File: config.mk
export PLATFORM = sky130hd
export DESIGN_NAME = ifq_fetch_ctrl
export DESIGN_NICKNAME = d
export VERILOG_FILES = /design/src/rtl/ifq_fetch_ctrl.sv
export SDC_FILE = /design/constraint.sdc
export NUM_CORES = 1
export LEC_CHECK = 0
export BUFFER_PORTS_ARGS = -buffer_cell sky130_fd_sc_hd__buf_2
export CORE_UTILIZATION = 53
export CTS_CLUSTER_SIZE = 8
export DETAILED_ROUTE_END_ITERATION = 6
export PLACE_DENSITY = 0.77
export REMOVE_ABC_BUFFERS = 1
export SETUP_SLACK_MARGIN = 0.2
export SLEW_MARGIN = 10
export SYNTH_ARGS = -nofsm -noshare
export SYNTH_HDL_FRONTEND = slang
export SYNTH_SLANG_ARGS = --single-unit
File: constraint.sdc
create_clock -name i_clk -period 6.3 [get_ports i_clk]
set_input_delay 1.26 -clock i_clk [delete_from_list [all_inputs] [get_ports i_clk]]
set_output_delay 1.26 -clock i_clk [all_outputs]
set_load 0.01 [all_outputs]
File: src/rtl/ifq_fetch_ctrl.sv
// Instruction fetch queue controller: issues icache line reads under a credit limit,
// buffers returned lines and presents one instruction plus its PC per cycle to dispatch.
module ifq_fetch_ctrl #(
    parameter int W_DATA    = 32,
    parameter int W_LINE    = 128,
    parameter int DEPTH     = 4,
    parameter int CACHE_LAT = 1
) (
    input  logic              i_clk,
    input  logic              i_reset,
    output logic [W_DATA-1:0] o_icache_pcout,
    output logic              o_icache_ren,
    output logic              o_icache_abort,
    input  logic [W_LINE-1:0] i_icache_dout,
    input  logic              i_icache_dout_valid,
    input  logic              i_jmp_branch_valid,
    input  logic [W_DATA-1:0] i_jmp_branch_addr,
    input  logic              i_dsp_ren,
    output logic [W_DATA-1:0] o_dsp_inst,
    output logic [W_DATA-1:0] o_dsp_pc,
    output logic              o_dsp_empty
);

    localparam int N_WORD = W_LINE / W_DATA;
    localparam int W_WORD = $clog2(N_WORD);
    localparam int W_OFF  = W_WORD + 2;
    localparam int W_LPC  = W_DATA - W_OFF;
    localparam int W_PTR  = $clog2(DEPTH);
    localparam int W_CNT  = $clog2(DEPTH + 1);
    localparam int W_FL   = (CACHE_LAT > 1) ? $clog2(CACHE_LAT) : 1;

    localparam logic [W_CNT:0]    DEPTH_C   = (W_CNT + 1)'(DEPTH);
    localparam logic [W_FL-1:0]   FL_LOAD   = W_FL'(CACHE_LAT - 1);
    localparam logic [W_WORD-1:0] LAST_WORD = W_WORD'(N_WORD - 1);

    typedef enum logic [1:0] {
        S_IDLE,
        S_FETCH,
        S_FLUSH
    } state_t;

    state_t             r_state;
    state_t             w_state_nxt;
    logic [W_FL-1:0]    r_flush_cnt;

    logic [W_LPC-1:0]   r_fetch_line;
    logic [W_LPC-1:0]   r_resp_line;
    logic [W_WORD-1:0]  r_start_off;
    logic               r_need_off;
    logic [W_CNT-1:0]   r_in_flight;
    logic [W_CNT-1:0]   r_held;
    logic [W_PTR-1:0]   r_wr_ptr;
    logic [W_PTR-1:0]   r_rd_ptr;
    logic [W_WORD-1:0]  r_rd_word;

    logic [W_LINE-1:0]  r_mem [DEPTH];
    logic [W_LPC-1:0]   r_lpc [DEPTH];

    logic               w_room;
    logic               w_drop;
    logic               w_wr;
    logic               w_pop;
    logic               w_retire;
    logic               w_flush_exit;
    logic [N_WORD-1:0][W_DATA-1:0] w_head_words;
    logic               w_unused;

    assign w_unused = ^i_jmp_branch_addr[1:0];

    always_ff @(posedge i_clk) begin
        if (i_reset) begin
            r_state     <= S_IDLE;
            r_flush_cnt <= '0;
        end else begin
            r_state <= w_state_nxt;
            if (i_jmp_branch_valid)
                r_flush_cnt <= FL_LOAD;
            else if (r_state == S_FLUSH && r_flush_cnt != '0)
                r_flush_cnt <= r_flush_cnt - 1'b1;
        end
    end

    always_comb begin
        w_state_nxt = r_state;
        unique case (r_state)
            S_IDLE:  w_state_nxt = S_FETCH;
            S_FETCH: w_state_nxt = S_FETCH;
            S_FLUSH: if (r_flush_cnt == '0) w_state_nxt = S_FETCH;
            default: w_state_nxt = S_IDLE;
        endcase
        if (i_jmp_branch_valid)
            w_state_nxt = S_FLUSH;
    end

    // Credit counts lines already buffered plus lines still on their way back.
    assign w_room       = ({1'b0, r_held} + {1'b0, r_in_flight}) < DEPTH_C;
    assign o_icache_ren = (r_state == S_FETCH) && !i_jmp_branch_valid && w_room;
    assign o_icache_abort = i_jmp_branch_valid;
    assign o_icache_pcout = {r_fetch_line, {W_OFF{1'b0}}};

    assign w_drop       = i_jmp_branch_valid || (r_state == S_FLUSH);
    assign w_wr         = i_icache_dout_valid && !w_drop;
    assign w_pop        = i_dsp_ren && !o_dsp_empty && !i_jmp_branch_valid;
    assign w_retire     = w_pop && (r_rd_word == LAST_WORD);
    assign w_flush_exit = (r_state == S_FLUSH) && (r_flush_cnt == '0);

    always_ff @(posedge i_clk) begin
        if (i_reset) begin
            r_fetch_line <= '0;
            r_resp_line  <= '0;
            r_start_off  <= '0;
            r_need_off   <= 1'b1;
            r_in_flight  <= '0;
            r_held       <= '0;
            r_wr_ptr     <= '0;
            r_rd_ptr     <= '0;
            r_rd_word    <= '0;
        end else if (i_jmp_branch_valid) begin
            r_fetch_line <= i_jmp_branch_addr[W_DATA-1:W_OFF];
            r_resp_line  <= i_jmp_branch_addr[W_DATA-1:W_OFF];
            r_start_off  <= i_jmp_branch_addr[W_OFF-1:2];
            r_need_off   <= 1'b1;
            r_held       <= '0;
            r_wr_ptr     <= '0;
            r_rd_ptr     <= '0;
            r_rd_word    <= '0;
        end else begin
            if (o_icache_ren)
                r_fetch_line <= r_fetch_line + W_LPC'(1);

            if (w_flush_exit)
                r_in_flight <= '0;
            else
                r_in_flight <= r_in_flight + W_CNT'(o_icache_ren) - W_CNT'(w_wr);

            if (w_wr) begin
                r_wr_ptr    <= r_wr_ptr + 1'b1;
                r_resp_line <= r_resp_line + W_LPC'(1);
                r_need_off  <= 1'b0;
            end

            r_held <= r_held + W_CNT'(w_wr) - W_CNT'(w_retire);

            if (w_retire)
                r_rd_ptr <= r_rd_ptr + 1'b1;

            // Only the first line after a redirect can start mid-line, and it always lands
            // in an empty queue, so every later head starts at word 0.
            if (w_retire)
                r_rd_word <= '0;
            else if (w_pop)
                r_rd_word <= r_rd_word + 1'b1;
            else if (w_wr && r_held == '0)
                r_rd_word <= r_need_off ? r_start_off : '0;
        end
    end

    always_ff @(posedge i_clk) begin
        if (w_wr) begin
            r_mem[r_wr_ptr] <= i_icache_dout;
            r_lpc[r_wr_ptr] <= r_resp_line;
        end
    end

    always_ff @(posedge i_clk) begin
        if (!i_reset)
            assert (!i_icache_dout_valid || r_in_flight != '0)
                else $error("icache response with no outstanding request");
    end

    assign w_head_words = r_mem[r_rd_ptr];
    assign o_dsp_empty  = (r_held == '0);
    assign o_dsp_inst   = o_dsp_empty ? '0 : w_head_words[r_rd_word];
    assign o_dsp_pc     = o_dsp_empty ? '0 : {r_lpc[r_rd_ptr], r_rd_word, 2'b00};

endmodule
# ---- Yosys cells after proc, flatten, opt, wreduce, memory -nomap -nowiden
# Memory sizes are Yosys's and may differ from the RTL's. A register that Yosys moved wholly into a read port is not among the register bits.
# Cells that the tools add are included.
dict set report op_classes {
  addsub 11
  n_lt_le_gt_ge 2
  n_eq_ne 5
  n_mux 21
  bitwise_logic 1
  reduce_logical 21
}
# operator n
set ops {}
lappend ops {{28-bit two-way mux} 4}
lappend ops {{32-bit two-way mux} 3}
lappend ops {{32-bit binary-select mux with 2-bit select} 1}
lappend ops {{28-bit by 1-bit adder with 28-bit output (second input constant)} 2}
lappend ops {{2-bit two-way mux} 9}
lappend ops {{1-bit logical AND} 9}
lappend ops {{2-bit by 1-bit adder with 2-bit output (second input constant)} 3}
lappend ops {{3-bit by 1-bit adder with 3-bit output} 2}
lappend ops {{2-bit nonzero test} 3}
lappend ops {{3-bit by 1-bit subtractor with 3-bit output} 2}
lappend ops {{3-bit by 3-bit adder with 4-bit output} 1}
lappend ops {{2-bit == test (second input constant)} 2}
lappend ops {{4-bit by 3-bit < comparator with 1-bit output (second input constant)} 1}
lappend ops {{2-bit one-hot mux with 2 select lines} 1}
lappend ops {{2-bit OR reduction} 2}
lappend ops {{1-bit zero test} 3}
lappend ops {{3-bit zero test} 1}
lappend ops {{2-bit by 3-bit < comparator with 1-bit output (second input constant)} 1}
lappend ops {{3-bit two-way mux} 1}
lappend ops {{3-bit != test (second input constant)} 1}
lappend ops {{3-bit OR reduction} 1}
lappend ops {{2-bit by 1-bit == test with 1-bit output (second input constant)} 1}
lappend ops {{2-bit zero test} 1}
lappend ops {{1-bit two-way mux} 2}
lappend ops {{other kinds (4)} 4}
dict set report totals {
  register_bits 74
  ram_bits 624
  in_bits 165
  memories 2
}
# memory depth width read_ports rd_ports_with_merged_regs wr line_no
set memory_table {}
lappend memory_table {r_mem 4 128 1 1 1 56} ;# logic [W_LINE-1:0] r_mem [DEPTH];
lappend memory_table {r_lpc 4 28 1 1 1 57} ;# logic [W_LPC-1:0] r_lpc [DEPTH];

# ---- Longest topological paths before layout
# Gate-level depths: netlist of run 1.
dict set report logic_depth {
  ltp_word 7
  depth_mapped 14
  depth_no_buf 11
}

# ---- Worst setup path after synthesis of run 1
# No wires, ideal clock.
dict set report synth_path {
  kind {input to register}
  start {in i_jmp_branch_valid}
  end {mem r_lpc[0][0] (netlist bit), enable pin}
  arrival_time_ps 5433
  required_time_ps 5765
  setup_slack_ps 333
  stages 5
  cell_sequence {clkbuf_1 -> inv_1 -> and3_1 -> clkbuf_1 -> and2_1}
}
dict set report synth_between {
  elab_chain_cells 5
}
# element line_no
set synth_lines {}
lappend synth_lines {{start, declared} 16} ;# input logic i_jmp_branch_valid,
lappend synth_lines {{1-bit logical OR} 101} ;# assign w_drop = i_jmp_branch_valid || (r_state == S_FLUSH);
lappend synth_lines {{1-bit zero test} 102} ;# assign w_wr = i_icache_dout_valid && !w_drop;
lappend synth_lines {{1-bit logical AND} 102}
lappend synth_lines {{via w_wr} 61} ;# logic w_wr;
lappend synth_lines {{1-bit two-way mux} 159} ;# if (w_wr) begin
lappend synth_lines {{1-bit two-way mux (not written as such)} 161} ;# r_lpc[r_wr_ptr] <= r_resp_line;
lappend synth_lines {{end, declared} 57}
# The timed path passes the listed nets, and every way through them passes these cells.

==> results of run 1 <==
==> layout make-up <==
cell class / instances / area, um^2 / area share [%]
clock buffers: 134 / 2590 / 7.97
multi-input cells: 615 / 6950 / 21.4
well taps: 680 / 851 / 2.62
clock inverters: 7 / 78.8 / 0.243
repair buffers: 281 / 1560 / 4.80
diodes: 4 / 10.0 / 0.0308
inverters: 42 / 158 / 0.486
flip-flops and latches: 700 / 20300 / 62.4
==> cell families after synthesis <==
group,after synthesis
flip-flops,700
AND/OR/NAND/NOR,239
multiplexers,185
buffers and inverters,121
AO/OA/AOI/OAI,120
XOR/XNOR,50
adder cells (fa/ha/maj),15
other,1
==> cells in the final DEF, fill, tap and decap left out, drive strengths merged, types with 3 or more instances in the layout <==
| cell | netlist | layout |
|---|---|---|
| edfxtp | 624 | 624 |
| buf | 35 | 281 |
| mux4 | 181 | 181 |
| clkbuf | 44 | 134 |
| dfxtp | 76 | 76 |
| and2 | 64 | 64 |
| inv | 42 | 45 |
| nor2 | 41 | 41 |
| a21boi | 38 | 38 |
| nand2 | 36 | 36 |
| a21oi | 34 | 34 |
| xnor2 | 30 | 30 |
| nand3 | 26 | 26 |
| xor2 | 20 | 20 |
| nor3 | 14 | 14 |
| and3 | 13 | 13 |
| ha | 13 | 13 |
| nor4 | 13 | 13 |
| nand4 | 12 | 12 |
| a22oi | 8 | 8 |
| o21ai | 8 | 8 |
| and4 | 8 | 8 |
| o21a | 7 | 7 |
| o31a | 6 | 6 |
| a211oi | 6 | 6 |
| conb | 1 | 6 |
| or3 | 5 | 5 |
| diode | 0 | 4 |
| mux2i | 4 | 4 |
| clkinv | 0 | 4 |
| nand2b | 3 | 3 |
==> sequential cells by signal, indices dropped and copies added, names as in the netlist, named ones only <==
signal        flops
r_in_flight       3
r_flush_cnt       1
r_held            3
r_rd_ptr          2
r_mem           512
r_wr_ptr          2
r_state           2
r_need_off        1
r_lpc           112
r_fetch_line     28
r_rd_word         2
r_resp_line      28
r_start_off       2
==> through the flow <==
| stage | util (%) | setup slack (ns) | total power, W |
|---|---|---|---|
| finish | 63.0 | 1.61 | 0.0102 |
| detailed placement | 57.8 | 1.92 | 0.00566 |
| CTS | 63.0 | 1.47 | 0.0103 |
| floorplan | - | -2.68 | 0.00548 |
| global route | 63.0 | 1.30 | 0.0105 |
| global placement | 57.8 | 1.94 | 0.00564 |
==> how the worst max path moves through the flow <==
stage | endpoint | startpoint | slack, ns
6_report | o_dsp_inst[13] | flip-flop | 1.61
5_1_grt | o_dsp_inst[6] | flip-flop | 1.30
4_1_cts | o_dsp_inst[7] | flip-flop | 1.47
3_5_place_dp | r_in_flight[2] | i_jmp_branch_valid | 1.92
3_3_place_gp | r_in_flight[2] | i_jmp_branch_valid | 1.94
2_1_floorplan | o_dsp_inst[0] | flip-flop | -2.68
==> worst max-delay path, cell delays in order, from the launching register on <==
cell	delay, ns
dfxtp_4	0.90
buf_4	0.52
buf_4	0.33
mux4_2	0.53
a22oi_1	0.18
o21ai_0	0.12
buf_2	0.20
==> report_power, final <==
group | internal [W] | switching [W] | total [W]
combinational | 0.000152 | 0.000195 | 0.000348
sequential | 0.00516 | 0.0000647 | 0.00523
clock | 0.00280 | 0.00180 | 0.00460
==> metal layers <==
metal / track usage, % / vias to the layer above / wire (um) / share of wire, %
li1: - / 6363 / - / -
met1: 30.3 / 7515 / 24000 / 41
met2: 37.5 / 497 / 29900 / 51
met3: 4.37 / 76 / 3970 / 6.7
met4: 6.87 / 4 / 1030 / 1.7
met5: 0 / - / 14 / 0.024
==> results.py, run 1 <==
metrics = {
    "worst_setup_path": {
        "reg2regPathDepth": 12,
        "ff2ff_setup_slack_ns": 2.82,
        "crit_required_ns": 5.04,
        "worstReg2RegStart": "r_held[1]",
        "cp-end-kind": "output pin",
        "crit_type": "reg -> out",
        "crit_arrival_ns": 3.43,
        "r2r_end": "r_held[2]",
        "cp_max_fo": 40,
        "cp-start-kind": "flip-flop",
    },
    "detailed_routing": {
        "firstDrtPassIters": 4,
        "dr.first_iter.drc_count": 1055,
        "antenna_left": 0,
        "vias": 14500,
        "drt_drc_violations_left": 0,
        "wl_per_cell_um": 23.9,
        "routed_wl_mm": 58.9,
        "via_per_inst": 5.87,
    },
    "cells_and_area": {
        "layout-drive-gt1-share_pct": 32.7,
        "synthToLayoutAreaGrowth_pct": 17.2,
        "fin_area_mm2": 0.0325,
        "nFillCells": 3537,
        "nNetsFinal": 1917,
        "instances_no_fill": 2463,
    },
    "sta": {
        "tns_ns": 0,
        "whs_ns": 0.491,
        "fmax_mhz": 213,
        "post-route-period-util_pct": 74.5,
        "rsz0062_at_grt": "no",
        "maxSlewViolCount": 0,
        "max_slew.worst_pin.slew_ns": 0.974,
        "report.final.setup_viol": 0,
        "fin_skew_ns": 0.0205,
        "hold_viol": 0,
        "max_slew_margin_pct": 34.5,
        "period_needed_ns": 4.69,
    },
    "synthesis": {
        "synth-xor-area-share_pct": 1.58,
        "synth_most_common_cell": "edfxtp_1",
        "netlist_area_mm2": 0.0277,
        "synthArstFlopShare_pct": 0,
        "muxShareOfSynthArea_pct": 14.9,
        "netlist_instances": 1431,
        "ys_top_cells_by_area": "edfxtp_1, mux4_2, dfxtp_1",
        "synth_seq_cells": 700,
        "netlist.top_cell.by_area": "edfxtp_1",
        "ys.flop_type": "edfxtp_1",
        "postSynthAreaPerCell_um2": 19.4,
        "yosysTopAreaCellShare_pct": 67.6,
        "synth_compound_area_share_pct": 2.94,
        "synth_edf_count": 624,
        "synth-adder-area-share_pct": 0.732,
        "yosysSeqAreaShare_pct": 73.1,
        "ys_warn_count": 0,
        "synth_cell_type_count": 50,
        "yosys-top-cells-count": "edfxtp_1, mux4_2, dfxtp_1",
        "synth_top_family_by_area": "multiplexers",
        "synth-simple-area-share_pct": 4.86,
    },
    "hold_path": {
        "min_from": "r_need_off",
        "hp-class": "reg -> reg",
        "holdPathStages": 2,
        "hold_end": "r_need_off",
    },
    "power_and_ir_drop": {
        "peakVddDrop_uv": 205,
        "pwr_density_cell_mw_per_mm2": 314,
        "p_leak_nw": 10.9,
    },
    "clock_tree": {
        "cts_tree": "done",
        "worst_setup_hold_path_clk_slew_ns": 0.05,
        "htreeDepth": 3,
        "cts_hold_buf": 0,
        "postCtsSetupRepairBufs": 0,
        "numCtsBuffers": 97,
        "root_buffer": "clkbuf_16",
        "cts_max_path_buffers": 3,
        "clk_latency_ns": 0.62,
        "post_cts_resized": 0,
        "clock-sinks": 700,
    },
    "global_route": {
        "antenna_found_initial": 4,
        "grtUsageTotal_pct": 22.5,
        "grt_pass1_vias": 15100,
        "grt_max_degree": 77,
        "grt_pass1_wl_mm": 89.2,
        "overflow": 0,
    },
    "placed_design": {
        "hpwl_mm": 34.8,
        "postPlaceCellArea_mm2": 0.0298,
        "place_inst": 2318,
        "io_buffers": 255,
        "gp_congestion": 0.807,
    },
    "status": {
        "status": "complete, no violations",
    },
    "floorplanning": {
        "placementRows": 83,
        "die_y_um": 231,
        "die_area_mm2": 0.0532,
        "core_area_mm2": 0.0515,
        "start_util_pct": 53.8,
        "die_x_um": 231,
        "io_pins": 264,
    },
    "run": {
        "drv_cap": 0,
    },
}
Power figures use the tool's default switching activity.
==> run 2, diff against run 1 <==
Clock period 6.3 ns to 3.77 ns, I/O delays scaled along.
==> run 2 against run 1 <==
Effect of this change: non-clock buffer count increased by 22; combinational power increased by 72%; clock skew increased by 0.00056 ns; global-route usage increased by 0.69 points; critical path depth unchanged; register-to-register slack got worse by 2.0 ns; sequential share of layout area decreased by 0.93 points; die area unchanged; clock power increased by 68%.
==> results.py, run 2 (synthesized netlist as in run 1, its figures left out) <==
metrics = {
    "floorplanning": {
        "start_util_pct": 53.8,
        "die_area_mm2": 0.0532,
        "placementRows": 83,
        "io_pins": 264,
        "die_x_um": 231,
        "core_area_mm2": 0.0515,
        "die_y_um": 231,
    },
    "detailed_routing": {
        "vias": 14500,
        "wl_per_cell_um": 24.7,
        "drt_drc_violations_left": 0,
        "routed_wl_mm": 61.1,
        "dr.first_iter.drc_count": 1162,
        "firstDrtPassIters": 4,
        "antenna_left": 0,
        "via_per_inst": 5.86,
    },
    "placed_design": {
        "io_buffers": 255,
        "postPlaceCellArea_mm2": 0.0300,
        "hpwl_mm": 35.1,
        "gp_congestion": 0.806,
    },
    "global_route": {
        "grt_pass1_wl_mm": 91.1,
        "antenna_found_initial": 4,
        "grtUsageTotal_pct": 23.2,
        "grt_pass1_vias": 15300,
        "overflow": 0,
        "grt_max_degree": 69,
    },
    "cells_and_area": {
        "final_common_cell": "edfxtp_1",
        "layout-drive-gt1-share_pct": 34.2,
        "largest_register_ffs": 512,
        "synthToLayoutAreaGrowth_pct": 19.0,
        "mostFrequentLayoutCells": "edfxtp_1, buf_2, mux4_2, clkbuf_16, dfxtp_1",
        "nNetsFinal": 1940,
        "max_flop_register": "r_mem",
        "largest_registers": "r_mem (512), r_lpc (112)",
        "fin_area_mm2": 0.0330,
    },
    "sta": {
        "post-route-period-util_pct": 94.6,
        "period_needed_ns": 3.57,
        "report.final.setup_viol": 0,
        "fin_skew_ns": 0.0210,
        "max_slew_margin_pct": 34.0,
        "hold_viol": 0,
        "max_slew.worst_pin.slew_ns": 0.987,
        "maxSlewViolCount": 0,
        "fmax_mhz": 280,
        "rsz0062_at_grt": "yes",
    },
    "power_and_ir_drop": {
        "p_sw_share_pct": 20.2,
        "peakVddDrop_uv": 339,
        "pwr_density_cell_mw_per_mm2": 518,
        "pwr-share-seq_pct": 51.2,
        "p_comb_share_pct": 3.5,
        "p_switching_w": 0.00344,
        "pwr-share-clk_pct": 45.3,
        "design_power_total_w": 0.0171,
        "power.internal_w": 0.0136,
        "p_leak_nw": 11.2,
    },
    "worst_setup_path": {
        "crit_buf_inv": 3,
        "crit_type": "reg -> out",
        "cp-end-kind": "output pin",
        "crit_slowest_cell": "mux4_2",
        "path_common_cell": "mux4_2",
        "critPathTopFamily": "multiplexers",
        "crit_required_ns": 3.02,
        "cp_max_fo": 22,
        "cp-start-kind": "flip-flop",
        "critical-path-max-stage-delay_ns": 0.55,
        "crit_arrival_ns": 2.81,
        "cp_cell_sequence": "buf_12 -> buf_16 -> mux4_2 -> mux4_2 -> and2_1 -> buf_2",
    },
    "clock_tree": {
        "cts_max_path_buffers": 3,
        "cts_hold_buf": 0,
        "htreeDepth": 3,
        "clk_latency_ns": 0.64,
        "worst_setup_hold_path_clk_slew_ns": 0.05,
        "clock-sinks": 700,
        "numCtsBuffers": 98,
        "cts_tree": "done",
        "root_buffer": "clkbuf_16",
    },
    "status": {
        "status": "complete, no violations",
    },
    "run": {
        "drv_cap": 0,
    },
    "hold_path": {
        "hp-class": "in -> reg",
    },
}
-- run 2: worst paths after layout --
check / slack [ns] / depth (start not counted) / to / from
worst min register to register: 0.47 / 2 / r_need_off / r_need_off
worst max-delay path: 0.20 / 6 / o_dsp_inst[24] / flip-flop
worst min-delay path: 0.33 / 1 / r_mem[1][105] / i_icache_dout[105]
worst max register to register: 0.81 / 12 / r_held[2] / r_held[1]
-- run 2: final cells by class --
class                           count  area, um^2
Sequential cell                   700       20300
Fill cell                        3535       18600
Multi-Input combinational cell    615        6970
Clock buffer                      122        2580
Timing Repair Buffer              303        2040
Tap cell                          680         851
Inverter                           42         158
Clock inverter                      8        80.1
Antenna cell                        3        7.51
-- run 2: repair_timing --
action,4_1_cts,5_1_grt
buffers inserted,4,5
setup endpoints to repair,25,16
gates cloned,2,2
resized for setup,9,6
pin swaps,0,0
-- run 2: worst reg2reg max path, cell delays in order, from the launching register on --
cell	delay, ns
dfxtp_1	0.35
or3_2	0.52
buf_12	0.25
and3_1	0.26
and2_1	0.19
ha_1	0.27
inv_1	0.06
ha_1	0.14
inv_1	0.05
fa_1	0.37
xor2_1	0.19
xnor2_1	0.15
nor2_1	0.05
-- run 2: routing by layer --
layer / track usage [%] / share of wire, % / routed length (um) / vias to the layer above
li1: - / - / - / 6392
met1: 31.0 / 40 / 24300 / 7417
met2: 38.0 / 50 / 30700 / 575
met3: 5.21 / 7.7 / 4690 / 100
met4: 7.64 / 2.2 / 1360 / 6
met5: 0 / 0.075 / 46 / -
-- run 2: power by group through the flow --
stage | registers (W) | clock network (W) | logic [W]
after floorplan | 0.00888 | 0 | 0.000277
after global placement | 0.00886 | 0 | 0.000569
after detailed placement | 0.00888 | 0 | 0.000592
after CTS | 0.00873 | 0.00786 | 0.000601
after global routing | 0.00874 | 0.00817 | 0.000652
final | 0.00874 | 0.00772 | 0.000598
-- run 2: through the flow --
stage               hold slack [ns]  cells  utilization, %  setup TNS [ns]  setup WS [ns]
floorplan                     0.431   1357               -        -1648.33          -4.71
global placement              0.450   2327            58.3               0          0.628
detailed placement            0.460   2327            58.3               0          0.627
CTS                           0.299   2463            63.8               0          0.207
global route                  0.322   2470            64.0               0          0.133
finish                        0.334   2473            64.0               0          0.204
==> run 3, diff against run 2 <==
Settings changed: ABC_AREA set to 1, CORE_ASPECT_RATIO set to 1.25, CORE_UTILIZATION 53 to 54, PLACE_DENSITY 0.77 to 0.78.
==> run 3 against run 2 <==
Effect of this change: worst setup slack improved by 0.14 ns; clock power decreased by 1%; register-to-register slack improved by 0.61 ns; maximum frequency increased by 4.0%; clock-buffer cell count up 11; cell area is 3.8% higher; global-route usage rose by 3.1 points; critical path type unchanged; critical endpoint is now o_dsp_inst[13]; largest cell class unchanged.
==> results.py, run 3 <==
metrics = {
    "cells_and_area": {
        "synthToLayoutAreaGrowth_pct": 17.1,
        "final_common_cell": "edfxtp_1",
        "fin_area_mm2": 0.0342,
        "max_flop_register": "r_mem",
        "layout-drive-gt1-share_pct": 14.8,
        "largest_register_ffs": 512,
        "instances_no_fill": 3680,
        "largest_registers": "r_mem (512), r_lpc (112)",
        "nNetsFinal": 3091,
        "mostFrequentLayoutCells": "edfxtp_1, nor2_1, o21ai_0, nand2_1, buf_2",
    },
    "detailed_routing": {
        "drt_drc_violations_left": 0,
        "wl_per_cell_um": 20.0,
        "via_per_inst": 5.77,
        "vias": 21200,
        "dr.first_iter.drc_count": 2445,
        "routed_wl_mm": 73.7,
        "antenna_left": 0,
        "firstDrtPassIters": 6,
    },
    "synthesis": {
        "muxShareOfSynthArea_pct": 0,
        "synth_top_family_by_area": "simple AND/OR/NAND/NOR gates",
        "netlist.top_cell.by_area": "edfxtp_1",
        "synth_edf_count": 624,
        "netlist_area_mm2": 0.0292,
        "postSynthAreaPerCell_um2": 11.0,
        "synth-simple-area-share_pct": 13.6,
        "synthArstFlopShare_pct": 0,
        "ys_top_cells_by_area": "edfxtp_1, nor2_1, o21ai_0",
        "synth_seq_cells": 700,
        "synth_most_common_cell": "edfxtp_1",
        "synth-xor-area-share_pct": 0.599,
        "yosysSeqAreaShare_pct": 69.3,
        "synth_cell_type_count": 32,
        "synth_compound_area_share_pct": 11.6,
        "ys_warn_count": 0,
        "synth-adder-area-share_pct": 0.693,
        "yosys-top-cells-count": "edfxtp_1, nor2_1, o21ai_0",
        "ys.flop_type": "edfxtp_1",
        "netlist_instances": 2647,
        "yosysTopAreaCellShare_pct": 64.1,
    },
    "power_and_ir_drop": {
        "p_leak_nw": 12.3,
        "p_sw_share_pct": 20.5,
        "power.internal_w": 0.0136,
        "peakVddDrop_uv": 368,
        "pwr-share-seq_pct": 51.2,
        "pwr_density_cell_mw_per_mm2": 498,
        "design_power_total_w": 0.0171,
        "p_comb_share_pct": 4.0,
        "p_switching_w": 0.00349,
        "pwr-share-clk_pct": 44.8,
    },
    "worst_setup_path": {
        "worstReg2RegStart": "r_state[1]",
        "reg2regPathDepth": 14,
        "critPathTopFamily": "flip-flops",
        "crit_arrival_ns": 2.68,
        "path_common_cell": "nor2_1",
        "ff2ff_setup_slack_ns": 1.42,
        "endpoint": "o_dsp_inst[13]",
        "crit_type": "reg -> out",
        "cp-start-kind": "flip-flop",
        "crit_required_ns": 3.02,
        "r2r_end": "r_held[2]",
        "crit_buf_inv": 2,
        "critical-path-max-stage-delay_ns": 0.64,
        "crit_slowest_cell": "dfxtp_4",
        "cp-end-kind": "output pin",
        "cp.depth": 8,
        "cp_max_fo": 51,
        "cp_cell_sequence": "buf_6 -> nor2_1 -> nor2_1 -> o21ai_0 -> o211ai_1 -> nand3_1 -> a21oi_1 -> buf_2",
    },
    "sta": {
        "hold_viol": 0,
        "period_needed_ns": 3.43,
        "rsz0062_at_grt": "no",
        "tns_ns": 0,
        "maxSlewViolCount": 0,
        "worst_slack_ns": 0.339,
        "post-route-period-util_pct": 91.0,
        "fin_skew_ns": 0.0206,
        "report.final.setup_viol": 0,
        "fmax_mhz": 291,
        "max_slew_margin_pct": 44.4,
        "max_slew.worst_pin.slew_ns": 0.832,
    },
    "global_route": {
        "grt_pass1_wl_mm": 112,
        "overflow": 0,
        "antenna_found_initial": 9,
        "grtUsageTotal_pct": 26.3,
        "grt_pass1_vias": 21100,
        "grt_max_degree": 164,
    },
    "clock_tree": {
        "cts_tree": "done",
        "worst_setup_hold_path_clk_slew_ns": 0.05,
        "htreeDepth": 3,
        "clock-sinks": 700,
        "cts_max_path_buffers": 3,
        "clk_latency_ns": 0.63,
        "cts_hold_buf": 0,
        "root_buffer": "clkbuf_16",
        "numCtsBuffers": 97,
    },
    "floorplanning": {
        "start_util_pct": 55.1,
        "io_pins": 264,
        "placementRows": 94,
        "die_area_mm2": 0.0551,
        "die_x_um": 210,
        "die_y_um": 262,
        "core_area_mm2": 0.0530,
    },
    "placed_design": {
        "hpwl_mm": 43.5,
        "place_inst": 3530,
        "postPlaceCellArea_mm2": 0.0315,
        "io_buffers": 255,
        "gp_congestion": 0.893,
        "dp_slack_ns": 0.854,
    },
    "status": {
        "status": "complete, no violations",
    },
    "hold_path": {
        "min_from": "i_icache_dout[13]",
        "hp-class": "in -> reg",
    },
    "run": {
        "drv_cap": 0,
    },
}
-- run 3: area by class of cell --
cell class | instances | area (um^2)
tap | 720 | 901
timing repair buffer | 316 | 2060
clock buffer | 133 | 2610
fill | 3907 | 18800
multi-input combinational | 1660 | 7790
sequential | 700 | 20300
antenna | 12 | 30.0
inverter | 136 | 528
clock inverter | 3 | 36.3
-- run 3: worst min-delay path by stage --
stage / end / slack (ns) / cells after the start
after CTS: r_mem[1][100] / 0.31 / 1
after floorplan: r_state[1] / 0.43 / 2
after detailed placement: r_need_off / 0.46 / 2
after global placement: flip-flop / 0.45 / 1
after global routing: r_mem[3][100] / 0.33 / 1
final: r_mem[0][13] / 0.34 / 1
-- run 3: cells by family (layout without fill, tap and decap cells) --
logic type,Yosys count,after routing
and+or+nand+nor,999,999
buffers and inverters,292,588
xor gates and xnor gates,20,20
adders and majority gates,15,15
other,1,18
AOI/OAI and AO/OA,620,620
DFF,700,700
-- run 3: metal layers --
layer	vias to the layer above	global-route usage, %	part of all wire, %
met2	915	46.0	51
met5	-	0	0.018
met3	162	4.39	7.4
li1	9802	-	-
met1	10400	32.1	38
met4	2	11.9	3.1
-- run 3: worst register-to-register path: cells and delay by family (launching register included) --
kind,cells,cell delay [ns]
buf+inv,6,0.64
flops,1,0.36
compound gates,2,0.23
simple gates,3,0.30
fa+ha+maj,3,0.75
-- run 3: what timing repair did --
action                     4_1_cts  5_1_grt
setup endpoints to repair        4       28
setup buffers                    0        1
gates resized for setup          1        4
pin swaps                        0        0
cloned                           0        1
-- run 3: power groups by stage --
stage          clock network, W  registers [W]  logic (W)
2_1_floorplan                 0        0.00888   0.000313
3_3_place_gp                  0        0.00886   0.000642
3_5_place_dp                  0        0.00887   0.000675
4_1_cts                 0.00773        0.00873   0.000683
5_1_grt                 0.00804        0.00874   0.000760
6_report                0.00764        0.00873   0.000683
-- run 3: metrics by stage --
step / hold WS, ns / util [%]
finish: 0.340 / 64.5
global route: 0.327 / 64.5
floorplan: 0.433 / -
detailed placement: 0.459 / 59.4
global placement: 0.452 / 59.4
CTS: 0.307 / 64.4
